[src/rtl/threshold_scheduler_pkg.sv]
// Shared definitions for the threshold scheduler: FSM state encodings and default widths.
package threshold_scheduler_pkg;

  typedef logic [1:0] state_t;

  localparam state_t ST_IDLE   = 2'd0;
  localparam state_t ST_ISSUE  = 2'd1;
  localparam state_t ST_WAIT   = 2'd2;
  localparam state_t ST_REPORT = 2'd3;

  localparam int DW_DEFAULT = 16;

endpackage

[src/rtl/threshold_scheduler_rr_arbiter.sv]
// Combinational round-robin arbiter: grants the first requester at or after ptr, wrapping.
module threshold_scheduler_rr_arbiter #(
  parameter int NCH = 4,
  localparam int CHW = $clog2(NCH)
) (
  input  logic [NCH-1:0] req,
  input  logic [CHW-1:0] ptr,
  output logic [NCH-1:0] gnt,
  output logic [CHW-1:0] idx
);

  logic [CHW:0] cand;
  logic         found;

  always_comb begin
    gnt   = '0;
    idx   = '0;
    found = 1'b0;
    cand  = '0;
    for (int k = 0; k < NCH; k++) begin
      cand = {1'b0, ptr} + (CHW+1)'(k);
      if (cand >= (CHW+1)'(NCH)) cand = cand - (CHW+1)'(NCH);
      if (!found && req[cand[CHW-1:0]]) begin
        found                 = 1'b1;
        gnt[cand[CHW-1:0]]    = 1'b1;
        idx                   = cand[CHW-1:0];
      end
    end
  end

endmodule

[src/rtl/threshold_scheduler.sv]
// Shares one threshold unit between NCH sensor channels with 1-deep per-channel
// sample buffers, round-robin issue, done/hit handshake and a timeout abort.
//
// state  | meaning
// IDLE   | load shadow level into active level; pick next pending channel
// ISSUE  | 1-cycle start pulse, frees the channel buffer, arms the timer
// WAIT   | wait for thr_done; timer expiry aborts with err
// REPORT | 1-cycle result strobe; advance round-robin pointer past grant
module threshold_scheduler
  import threshold_scheduler_pkg::*;
#(
  parameter int             NCH       = 4,
  parameter int             DW        = DW_DEFAULT,
  parameter int             TIMEOUT   = 15,
  parameter logic [DW-1:0]  LEVEL_RST = 16'h0100,
  localparam int            CHW       = $clog2(NCH)
) (
  input  logic                update_clk,
  input  logic                rst_n,
  input  logic [NCH-1:0]      smp_valid,
  input  logic [NCH*DW-1:0]   smp_data,
  input  logic                cfg_we,
  input  logic [DW-1:0]       cfg_level,
  input  logic [NCH-1:0]      clr_ovr,
  output logic                thr_start,
  output logic [DW-1:0]       thr_data,
  output logic [DW-1:0]       thr_level,
  input  logic                thr_done,
  input  logic                thr_hit,
  output logic                res_valid,
  output logic [CHW-1:0]      res_ch,
  output logic                res_hit,
  output logic                res_err,
  output logic [NCH-1:0]      overrun,
  output logic                busy
);

  localparam int TW = $clog2(TIMEOUT);

  state_t          state;
  logic [NCH-1:0]  pend;
  logic [NCH-1:0]  overrun_q;
  logic [NCH-1:0]  issue_mask;
  logic [NCH-1:0]  issuing;
  logic [NCH-1:0]  accept;
  logic [NCH-1:0]  dropped;
  logic [NCH-1:0]  gnt;
  logic [CHW-1:0]  idx;
  logic [CHW-1:0]  grant;
  logic [CHW-1:0]  ptr;
  logic [TW-1:0]   timer;
  logic [DW-1:0]   smp_buf [NCH];
  logic [DW-1:0]   data_q;
  logic [DW-1:0]   shadow;
  logic [DW-1:0]   active;
  logic            hit_q;
  logic            err_q;

  threshold_scheduler_rr_arbiter #(.NCH(NCH)) u_arb (
    .req (pend),
    .ptr (ptr),
    .gnt (gnt),
    .idx (idx)
  );

  // The channel being issued has already handed its sample to data_q, so its
  // buffer may take a new sample in the same cycle without an overrun.
  assign issuing = (state == ST_ISSUE) ? issue_mask : '0;
  assign accept  = smp_valid & (~pend | issuing);
  assign dropped = smp_valid & pend & ~issuing;

  always_ff @(posedge update_clk or negedge rst_n) begin
    if (!rst_n) begin
      pend      <= '0;
      overrun_q <= '0;
      shadow    <= LEVEL_RST;
      for (int i = 0; i < NCH; i++) smp_buf[i] <= '0;
    end else begin
      pend      <= (pend & ~issuing) | accept;
      overrun_q <= (overrun_q & ~clr_ovr) | dropped;
      if (cfg_we) shadow <= cfg_level;
      for (int i = 0; i < NCH; i++) begin
        if (accept[i]) smp_buf[i] <= smp_data[i*DW +: DW];
      end
    end
  end

  always_ff @(posedge update_clk or negedge rst_n) begin
    if (!rst_n) begin
      state      <= ST_IDLE;
      grant      <= '0;
      issue_mask <= '0;
      ptr        <= '0;
      timer      <= '0;
      data_q     <= '0;
      active     <= LEVEL_RST;
      hit_q      <= 1'b0;
      err_q      <= 1'b0;
    end else begin
      case (state)
        ST_IDLE: begin
          active <= shadow;
          if (|pend) begin
            grant      <= idx;
            issue_mask <= gnt;
            data_q     <= smp_buf[idx];
            state      <= ST_ISSUE;
          end
        end
        ST_ISSUE: begin
          timer <= TW'(TIMEOUT-1);
          hit_q <= 1'b0;
          err_q <= 1'b0;
          state <= ST_WAIT;
        end
        ST_WAIT: begin
          // done on the terminal-count cycle still counts as a real result
          if (thr_done) begin
            hit_q <= thr_hit;
            state <= ST_REPORT;
          end else if (timer == '0) begin
            err_q <= 1'b1;
            state <= ST_REPORT;
          end else begin
            timer <= timer - 1'b1;
          end
        end
        ST_REPORT: begin
          ptr   <= (grant == CHW'(NCH-1)) ? '0 : grant + 1'b1;
          state <= ST_IDLE;
        end
        default: state <= ST_IDLE;
      endcase
    end
  end

  assign thr_start = (state == ST_ISSUE);
  assign thr_data  = data_q;
  assign thr_level = active;
  assign res_valid = (state == ST_REPORT);
  assign res_ch    = grant;
  assign res_hit   = res_valid & hit_q;
  assign res_err   = res_valid & err_q;
  assign overrun   = overrun_q;
  assign busy      = (state != ST_IDLE);

endmodule

[config.mk]
export PLATFORM = sky130hd
export DESIGN_NAME = threshold_scheduler
export DESIGN_NICKNAME = d
export VERILOG_FILES = /design/src/rtl/threshold_scheduler_pkg.sv /design/src/rtl/threshold_scheduler_rr_arbiter.sv /design/src/rtl/threshold_scheduler.sv
export SDC_FILE = /design/constraint.sdc
export NUM_CORES = 1
export LEC_CHECK = 0
export ABC_AREA = 0
export CAP_MARGIN = 20
export CORE_ASPECT_RATIO = 1.75
export CORE_MARGIN = 4
export CORE_UTILIZATION = 40
export DETAILED_ROUTE_END_ITERATION = 8
export DONT_BUFFER_PORTS = 1
export HOLD_SLACK_MARGIN = 0.06
export PLACE_DENSITY = 0.65
export SYNTH_ARGS = -nofsm -noshare
export SYNTH_HDL_FRONTEND = slang
export SYNTH_SLANG_ARGS = --single-unit
[constraint.sdc]
create_clock -name update_clk -period 4.86 [get_ports update_clk]
set_input_delay 0.972 -clock update_clk [delete_from_list [all_inputs] [get_ports update_clk]]
set_output_delay 0.972 -clock update_clk [all_outputs]
set_load 0.02 [all_outputs]
# [After elaboration in Yosys (flattened, before gate mapping)]
# Cells that the tools add are included.
[totals] ff_bits=136 latchBits=0 ram_bits=0 romBits=0 input_bits=93 out_inout_bits=43 word_cells=133 n_memories=0
[classes] n_addsub=9 multipliers=0 div=0 order_cmp=13 n_eq_ne=10 shifts=0 mux=48 bitwise=17 n_reduce_logical=20
[op_table] op="$bmux W16 S2" count=1
[op_table] op="$mux W16" count=2
[op_table] op="$mux W4" count=7
[op_table] op="$mux W2" count=12
[op_table] op="$or A4 B4 Y4" count=6
[op_table] op="$and A4 B4 Y4" count=5
[op_table] op="$mux W1" count=14
[op_table] op="$ge A3 B3 Y1 const B" count=4
[op_table] op="$lt A2 B3 Y1 const B" count=4
[op_table] op="$not A4 Y4" count=3
[op_table] op="$ne A2 B2 Y1 const B" count=5
[op_table] op="$bmux W1 S2" count=4
[op_table] op="$demux W1 S2" count=4
[op_table] op="$ge A2 B1 Y1 const B" count=4
[op_table] op="$pmux W2 S4" count=1
[op_table] op="$pmux W4 S2" count=1
[op_table] op="$sub A2 B1 Y2 const B" count=4
[op_table] op="$logic_and A1 B1 Y1" count=7
[op_table] op="$add A2 B2 Y3 const B" count=2
[op_table] op="$eq A2 B2 Y1 const B" count=3
[op_table] op="$reduce_and A2 Y1" count=3
[op_table] op="$reduce_and A3 Y1" count=2
[op_table] op="$logic_not A4 Y1" count=1
[op_table] op="$pmux W1 S2" count=2
[op_table] op="other kinds (12)" count=16

# [Logic depth before layout (Yosys ltp)]
# Gate-level depths: netlist (run 1).
[logic_depth] depth_word=18 depth_mapped=14 ltp_nobuf=8

# [Hierarchy]
# From an unflattened synthesis (run 1), not the netlist that was laid out.
[unflattened] cells_unflattened=425 hier_area_um2=6209.7
[modules_own_cells] module="threshold_scheduler" n_inst=1 cells_per_inst=360 area_per_inst_um2=5720.5 seq_area_each_um2=3405.8
[modules_own_cells] module="threshold_scheduler_rr_arbiter" n_inst=1 cells_per_inst=65 area_per_inst_um2=489.2 seq_area_each_um2=0.0

# [Worst setup path after synthesis (run 1)]
# No wires, ideal clock.
[synth_timing] kind="flip-flop to flip-flop" startpoint="register ptr[0]" endpoint="register data_q[7] (netlist: thr_data[7])" setup_ns=0.142 arrival_ns=2.630 t_required_ns=4.718 path_slack_ns=2.087 stages_incl_launch_ff=15 path_buffers=6 period_less_slack_ns=2.773 cell_sequence="dfrtp_1 buf_6 clkbuf_4 inv_1 ha_1 buf_2 mux4_2 nor2b_4 buf_6 o21ai_2 o21a_1 buf_6 buf_12 mux2i_1 o221ai_1"
[synth_between] elab_chain_cells=18 word_cells_on_any_way=40 cone_classes="add/sub: 7; order compare: 4; mux: 22; bitwise: 1; reduce/logical: 6"
[synth_rtl] item="from (decl)" line_no="threshold_scheduler.sv:50" text="logic [CHW-1:0] ptr;"
[synth_rtl] item="from (signal assigned)" line_no="threshold_scheduler.sv:129" text="ptr <= (grant == CHW'(NCH-1)) ? '0 : grant + 1'b1;"
[synth_rtl] item="branches (longest 13 deep; another with $add A2 B1 Y3)"
[synth_rtl] item="$mux W2 (*)" line_no="threshold_scheduler_rr_arbiter.sv:23" text="if (!found && req[cand[CHW-1:0]]) begin"
[synth_rtl] item="$not A2 Y3 (implied by the code) (*)" line_no="threshold_scheduler.sv:106" text="data_q <= smp_buf[idx];"
[synth_rtl] item="$bmux W16 S2 (*)" line_no="threshold_scheduler.sv:106"
[synth_rtl] item="$mux W16 (implied by the code) (*) (2 in a row)" line_no="threshold_scheduler.sv:106"
[synth_rtl] item="to (signal assigned)" line_no="threshold_scheduler.sv:106"
[synth_rtl] item="to (decl)" line_no="threshold_scheduler.sv:53" text="logic [DW-1:0] data_q;"
# Mark *: on every way between the ends. The select of a mux whose other input is x is not followed.
# A chain may end at the register's enable or synchronous reset.

# [Final worst setup path (run 1)]
[layout_timing] startpoint="register ptr[0]" endpoint="register data_q[4] (netlist: thr_data[4])"
# The elaborated chain is that of the path after synthesis.

==> impl_metrics.toml, run 1 <==
[routing]
drc = 0
dr_total_vias = 3793
drtAntennaViolNets = 0
wl_per_cell_um = 21.37
drtPass1Iterations = 4
drtIter0Drc = 172
routed_wl_um = 14340
vias_per_cell = 5.653

[floorplan]
core_area_um2 = 15390
die_x_um = 102.5
die-area_um2 = 17770
start_util = 0.4062
row_count = 60
die_h_um = 173.4
boundaryPins = 136

[clocking]
root_buffer = "clkbuf_16"
post_cts_resized = 0
cts_buffer_depth = 2
holdBufCountCts = 0
cts.sinks = 136
numCtsBuffers = 17
cts_tree = "built"
post-cts-setup-buffers = 0
clk_latency_ns = 0.42
htree_levels = 4
clk_pin_slew_ns = 0.06

[global_routing]
grt-ovfl-total = 0
grt_pass1_wl_um = 22860
grt_start_max_net_pins = 137
grt_usage = 0.1693
antenna_found_initial = 4
grt_pass1_vias = 4128

[logic_synthesis]
ys_warn_count = 0
synth_top_flop_cell = "dfrtp_1"
synth_seq_cells = 136
syn_nets = 586
ys_types = 49
synth_edf_count = 0
synth_area_um2 = 6251
syn_avg_cell_area_um2 = 13.00
synth_cells = 481
ys_seq_area_frac = 0.5448
synth_async_sr_flop_share = 1.000

[pwr]
p_per_area_nw_per_um2 = 728.4
p_leak_nw = 3.063
vdd_drop_max_v = 0.0003334

[critical_path]
crit_type = "reg2reg"
reg2regPathDepth = 7
required_ns = 5.11
start_kind = "flop"
cp_data_arrival_time_ns = 4.16
cp_max_fo = 31
cp-end-kind = "flop"

[timing]
fmax_mhz = 255.9
setup_viol = 0
setup_slack_ns = 0.9525
final.setup_skew_ns = 0.01161
fin_setup_tns_ns = 0
worst_slew_pin_slew_ns = 0.9861
finalMaxSlewViolations = 0
layout_min_cycle_time_ns = 3.907
rsz0062_at_grt = "false"
relSlewSlack = 0.3238
fin_crit_sh = 0.8040
hold_violations = 0

[placement]
place_congestion = 0.8045
io_buffers = 0
pre_cts_slack_ns = 0.9427
dp_hpwl_um = 10300

[layout]
area_growth_pct = 10.03
final_cell_mix = "134 x dfrtp_1, 96 x mux2_2, 39 x mux2i_1, 38 x nand2_1, 18 x o21ai_0"
drive_above_1_share = 0.3008
nets = 574
final_common_cell = "dfrtp_1"

[flow_run]
drv_cap = 0

[hold_path]
hold_path.class = "in2async"

[outcome]
status = "finished clean"
worst paths after layout:
path | slack, ns | endpoint | start
min in group update_clk | 0.49 | issue_mask[2]$_DFFE_PN0P_ | issue_mask[2]$_DFFE_PN0P_
max in group asynchronous | 4.30 | thr_level[8]$_DFFE_PN1P_ | rst_n
worst min register to register | 0.49 | issue_mask[2]$_DFFE_PN0P_ | issue_mask[2]$_DFFE_PN0P_
worst max register to register | 0.95 | thr_data[4]$_DFFE_PN0P_ | ptr[0]$_DFFE_PN0P_
worst max-delay path | 0.95 | thr_data[4]$_DFFE_PN0P_ | ptr[0]$_DFFE_PN0P_
worst min-delay path | 0.25 | overrun[2]$_DFF_PN0_ | rst_n
synthesized netlist by cell type (2+ instances only):
| cell type | count | area [um2] |
|---|---|---|
| dfrtp_1 | 134 | 3353 |
| buf_12 | 3 | 60.06 |
| nand4_1 | 2 | 12.51 |
| and3b_1 | 2 | 17.52 |
| a21oi_1 | 6 | 30.03 |
| ha_1 | 12 | 150.1 |
| mux2_2 | 96 | 1081 |
| mux4_2 | 3 | 67.56 |
| o21ai_2 | 2 | 17.52 |
| inv_1 | 15 | 56.30 |
| o311a_2 | 2 | 22.52 |
| and2_1 | 3 | 18.77 |
| a211o_1 | 2 | 17.52 |
| nand2b_1 | 6 | 37.54 |
| or2_2 | 4 | 25.02 |
| buf_1 | 4 | 15.01 |
| buf_2 | 8 | 40.04 |
| a22oi_1 | 4 | 30.03 |
| a31oi_1 | 2 | 12.51 |
| nand2_1 | 38 | 142.6 |
| dfstp_2 | 2 | 52.55 |
| o21ai_1 | 3 | 15.01 |
| mux2i_1 | 39 | 390.4 |
| o21ai_0 | 18 | 90.09 |
| nand3_1 | 2 | 10.01 |
| a21boi_0 | 3 | 22.52 |
| nor2_1 | 13 | 48.80 |
| nor2b_1 | 2 | 12.51 |
| a221oi_1 | 4 | 35.03 |
| buf_6 | 4 | 45.04 |
| o221ai_1 | 14 | 122.6 |
| o211ai_1 | 2 | 15.01 |
| clkbuf_1 | 11 | 41.29 |
flip-flops by register name, summed over array words and instances (netlist names):
| register | flops |
|---|---|
| shadow | 16 |
| issue_mask | 4 |
| state | 2 |
| err_q | 1 |
| hit_q | 1 |
| pend | 4 |
| thr_data | 16 |
| smp_buf | 64 |
| res_ch | 2 |
| ptr | 2 |
| overrun | 4 |
| thr_level | 16 |
| timer | 4 |
per-layer routing:
metal	routed length (um)	share of wire	global-route usage
met5	27	0.0019	0
met4	380	0.027	0.07663
met3	860	0.060	0.06242
met2	8105	0.57	0.2977
met1	4964	0.35	0.1735
logic make-up after synthesis:
logic type | Yosys count | synth area share
flip-flops | 136 | 0.5448
buffers and inverters | 47 | 0.04383
AND/OR/NAND/NOR | 78 | 0.06065
AO/OA/AOI/OAI | 70 | 0.08047
multiplexers | 138 | 0.2462
adder cells (fa/ha/maj) | 12 | 0.02402
metrics by stage:
step / utilization / instances / power, mW / cell area, um2 / hold WS (ns)
floorplan: - / 481 / 3.456 / 6251 / 0.4444
global placement: 0.4077 / 636 / 3.661 / 6275 / 0.4642
detailed placement: 0.4077 / 636 / 3.750 / 6275 / 0.4752
CTS: 0.4464 / 668 / 5.062 / 6870 / 0.2314
global route: 0.4467 / 670 / 5.318 / 6875 / 0.2257
finish: 0.4469 / 671 / 5.010 / 6878 / 0.2510
critical path, stage by stage, from the launching register on:
cell,delay [ns]
dfrtp_1,0.84
inv_1,0.32
ha_1,0.58
mux4_2,0.47
o21ai_2,0.25
o21a_2,0.81
mux2i_1,0.31
o221ai_1,0.14
layout make-up:
cell class	instances	area, um2
Fill cell	1358	8512
Sequential cell	136	3406
Inverter	15	56.30
Tap cell	186	232.7
Antenna cell	3	7.507
Timing Repair Buffer	1	7.507
Clock inverter	12	138.9
Clock buffer	20	456.7
Multi-Input combinational cell	298	2572
where the power goes:
part / internal [mW] / leakage, nW / total [mW] / switching, mW
registers: 1.62 / 1.62 / 2.18 / 0.561
logic: 0.789 / 1.15 / 1.53 / 0.743
clock network: 0.791 / 0.292 / 1.30 / 0.507
Power figures use the tool's default switching activity.
==> inputs of run 2 (changes only) <==
- clock period: 4.86 -> 3.65 ns (I/O delays scaled with it)
==> impl_metrics.toml, run 2 (synthesized netlist as in run 1, its figures left out) <==
[global_routing]
grt_pass1_vias = 4295
grt_usage = 0.1715
antenna_found_initial = 3
grt_start_max_net_pins = 137
grt_pass1_wl_um = 23140
grt-ovfl-total = 0

[routing]
dr_total_vias = 3817
routed_wl_um = 14670
drtIter0Drc = 204
drtPass1Iterations = 6
drtAntennaViolNets = 0
drc = 0
wl_per_cell_um = 21.66
vias_per_cell = 5.638

[pwr]
internal-power_mw = 4.338
p_comb_frac = 0.317
seqPwrFrac = 0.422
p_clk_frac = 0.261
switchingPower_mw = 2.447
vdd_drop_max_v = 0.0005554
p_per_area_nw_per_um2 = 976.7
p_leak_nw = 3.091
switching_share = 0.3606

[placement]
placed_cell_area_um2 = 6327
place_congestion = 0.8376
dp_hpwl_um = 10660
io_buffers = 0

[timing]
fin_setup_tns_ns = 0
worst_slew_pin_slew_ns = 0.9446
finalMaxSlewViolations = 0
final.setup_skew_ns = 0.006607
rsz0062_at_grt = "false"
fmax_mhz = 316.8
layout_min_cycle_time_ns = 3.157
hold_violations = 0
setup_viol = 0
fin_crit_sh = 0.8649
relSlewSlack = 0.3703

[flow_run]
drv_cap = 0

[clocking]
clk_pin_slew_ns = 0.06
cts.sinks = 136
cts_tree = "built"
numCtsBuffers = 17
clk_latency_ns = 0.41
cts_buffer_depth = 2
root_buffer = "clkbuf_16"
htree_levels = 4
post_cts_resized = 0
post-cts-setup-buffers = 0

[floorplan]
die_h_um = 173.4
core_area_um2 = 15390
boundaryPins = 136
die_x_um = 102.5
die-area_um2 = 17770
row_count = 60
start_util = 0.4062

[layout]
drive_above_1_share = 0.3108
nets = 581
final_area_um2 = 6947
area_growth_pct = 11.13
final_common_cell = "dfrtp_1"
largest_reg_flops = 64
final_cell_mix = "134 x dfrtp_1, 96 x mux2_2, 39 x mux2i_1, 38 x nand2_1, 18 x o21ai_0"
top_register = "smp_buf"

[critical_path]
path_cells = "inv_1, ha_1, mux4_2, nor2b_1, o21ai_2, o21a_2, buf_4, mux2i_1, o221ai_1"
path_delay_family = "compound AO/OA/AOI/OAI gates"
cp.depth = 9
required_ns = 3.91
cp_data_arrival_time_ns = 3.42
critPathBufInv = 2
critPathSlowestCell = "ha_1"
cp_max_fo = 13
start_kind = "flop"
cp-end-kind = "flop"
crit_type = "reg2reg"
critPathMaxStageDelay_ns = 0.53
reg2regPathDepth = 9

[hold_path]
hold_path.class = "in2async"

[outcome]
status = "finished clean"
==> run 2: changes by cell type in the layout (fill, tap and decap cells not counted) <==
| cell | before | now |
|---|---|---|
| buf_4 | 1 | 8 |
| bufinv_16 | 2 | 3 |
| clkbuf_8 | 2 | 1 |
| clkinv_2 | 2 | 1 |
| clkinv_4 | 2 | 3 |
| clkinvlp_4 | 1 | 4 |
| diode_2 | 3 | 2 |
| inv_6 | 5 | 1 |
| inv_8 | 0 | 1 |
==> run 2: power by group through the flow <==
stage | Sequential [mW] | Clock, mW | Combinational, mW
4_1_cts | 2.87 | 1.81 | 2.17
5_1_grt | 2.94 | 1.87 | 2.38
6_report | 2.86 | 1.77 | 2.15
2_1_floorplan | 2.68 | 0 | 1.92
3_5_place_dp | 2.89 | 0 | 2.17
3_3_place_gp | 2.87 | 0 | 2.05
==> run 2: cell type report <==
| type | count | area (um2) |
|---|---|---|
| fillers | 1385 | 8443 |
| diodes | 2 | 5.005 |
| clock buffers | 19 | 442.9 |
| flip-flops and latches | 136 | 3406 |
| well taps | 186 | 232.7 |
| repair buffers | 8 | 60.06 |
| multi-input cells | 298 | 2572 |
| clock inverters | 13 | 171.4 |
| inverters | 15 | 56.30 |
==> run 2: routing by layer <==
metal	global-route usage	wire [um]	vias up
met5	0	12	-
met4	0.08758	541	2
met3	0.05719	896	37
met2	0.3053	8228	129
met1	0.1714	4986	1934
li1	-	-	1715
==> run 2: per-stage QoR <==
| step | power (mW) | util | hold slack [ns] | setup slack (ns) | std cells |
|---|---|---|---|---|---|
| after floorplan | 4.602 | - | 0.4344 | 0.8772 | 481 |
| after global placement | 4.924 | 0.4111 | 0.4380 | 0.6704 | 643 |
| after detailed placement | 5.061 | 0.4111 | 0.4377 | 0.4776 | 643 |
| after CTS | 6.851 | 0.4511 | -0.004752 | 0.4864 | 675 |
| after global routing | 7.192 | 0.4514 | -0.005151 | 0.2682 | 677 |
| final | 6.785 | 0.4514 | 0.01266 | 0.4931 | 677 |
==> run 2: worst paths after layout <==
check | start | slack, ns | to
worst max-delay path | ptr[1]$_DFFE_PN0P_ | 0.49 | thr_data[9]$_DFFE_PN0P_
worst min-delay path | rst_n | 0.01 | overrun[2]$_DFF_PN0_
worst max register to register | ptr[1]$_DFFE_PN0P_ | 0.49 | thr_data[9]$_DFFE_PN0P_
worst min register to register | issue_mask[0]$_DFFE_PN0P_ | 0.48 | issue_mask[0]$_DFFE_PN0P_
max in group asynchronous | rst_n | 3.35 | thr_level[8]$_DFFE_PN1P_
min in group update_clk | clr_ovr[2] | 0.41 | overrun[2]$_DFF_PN0_
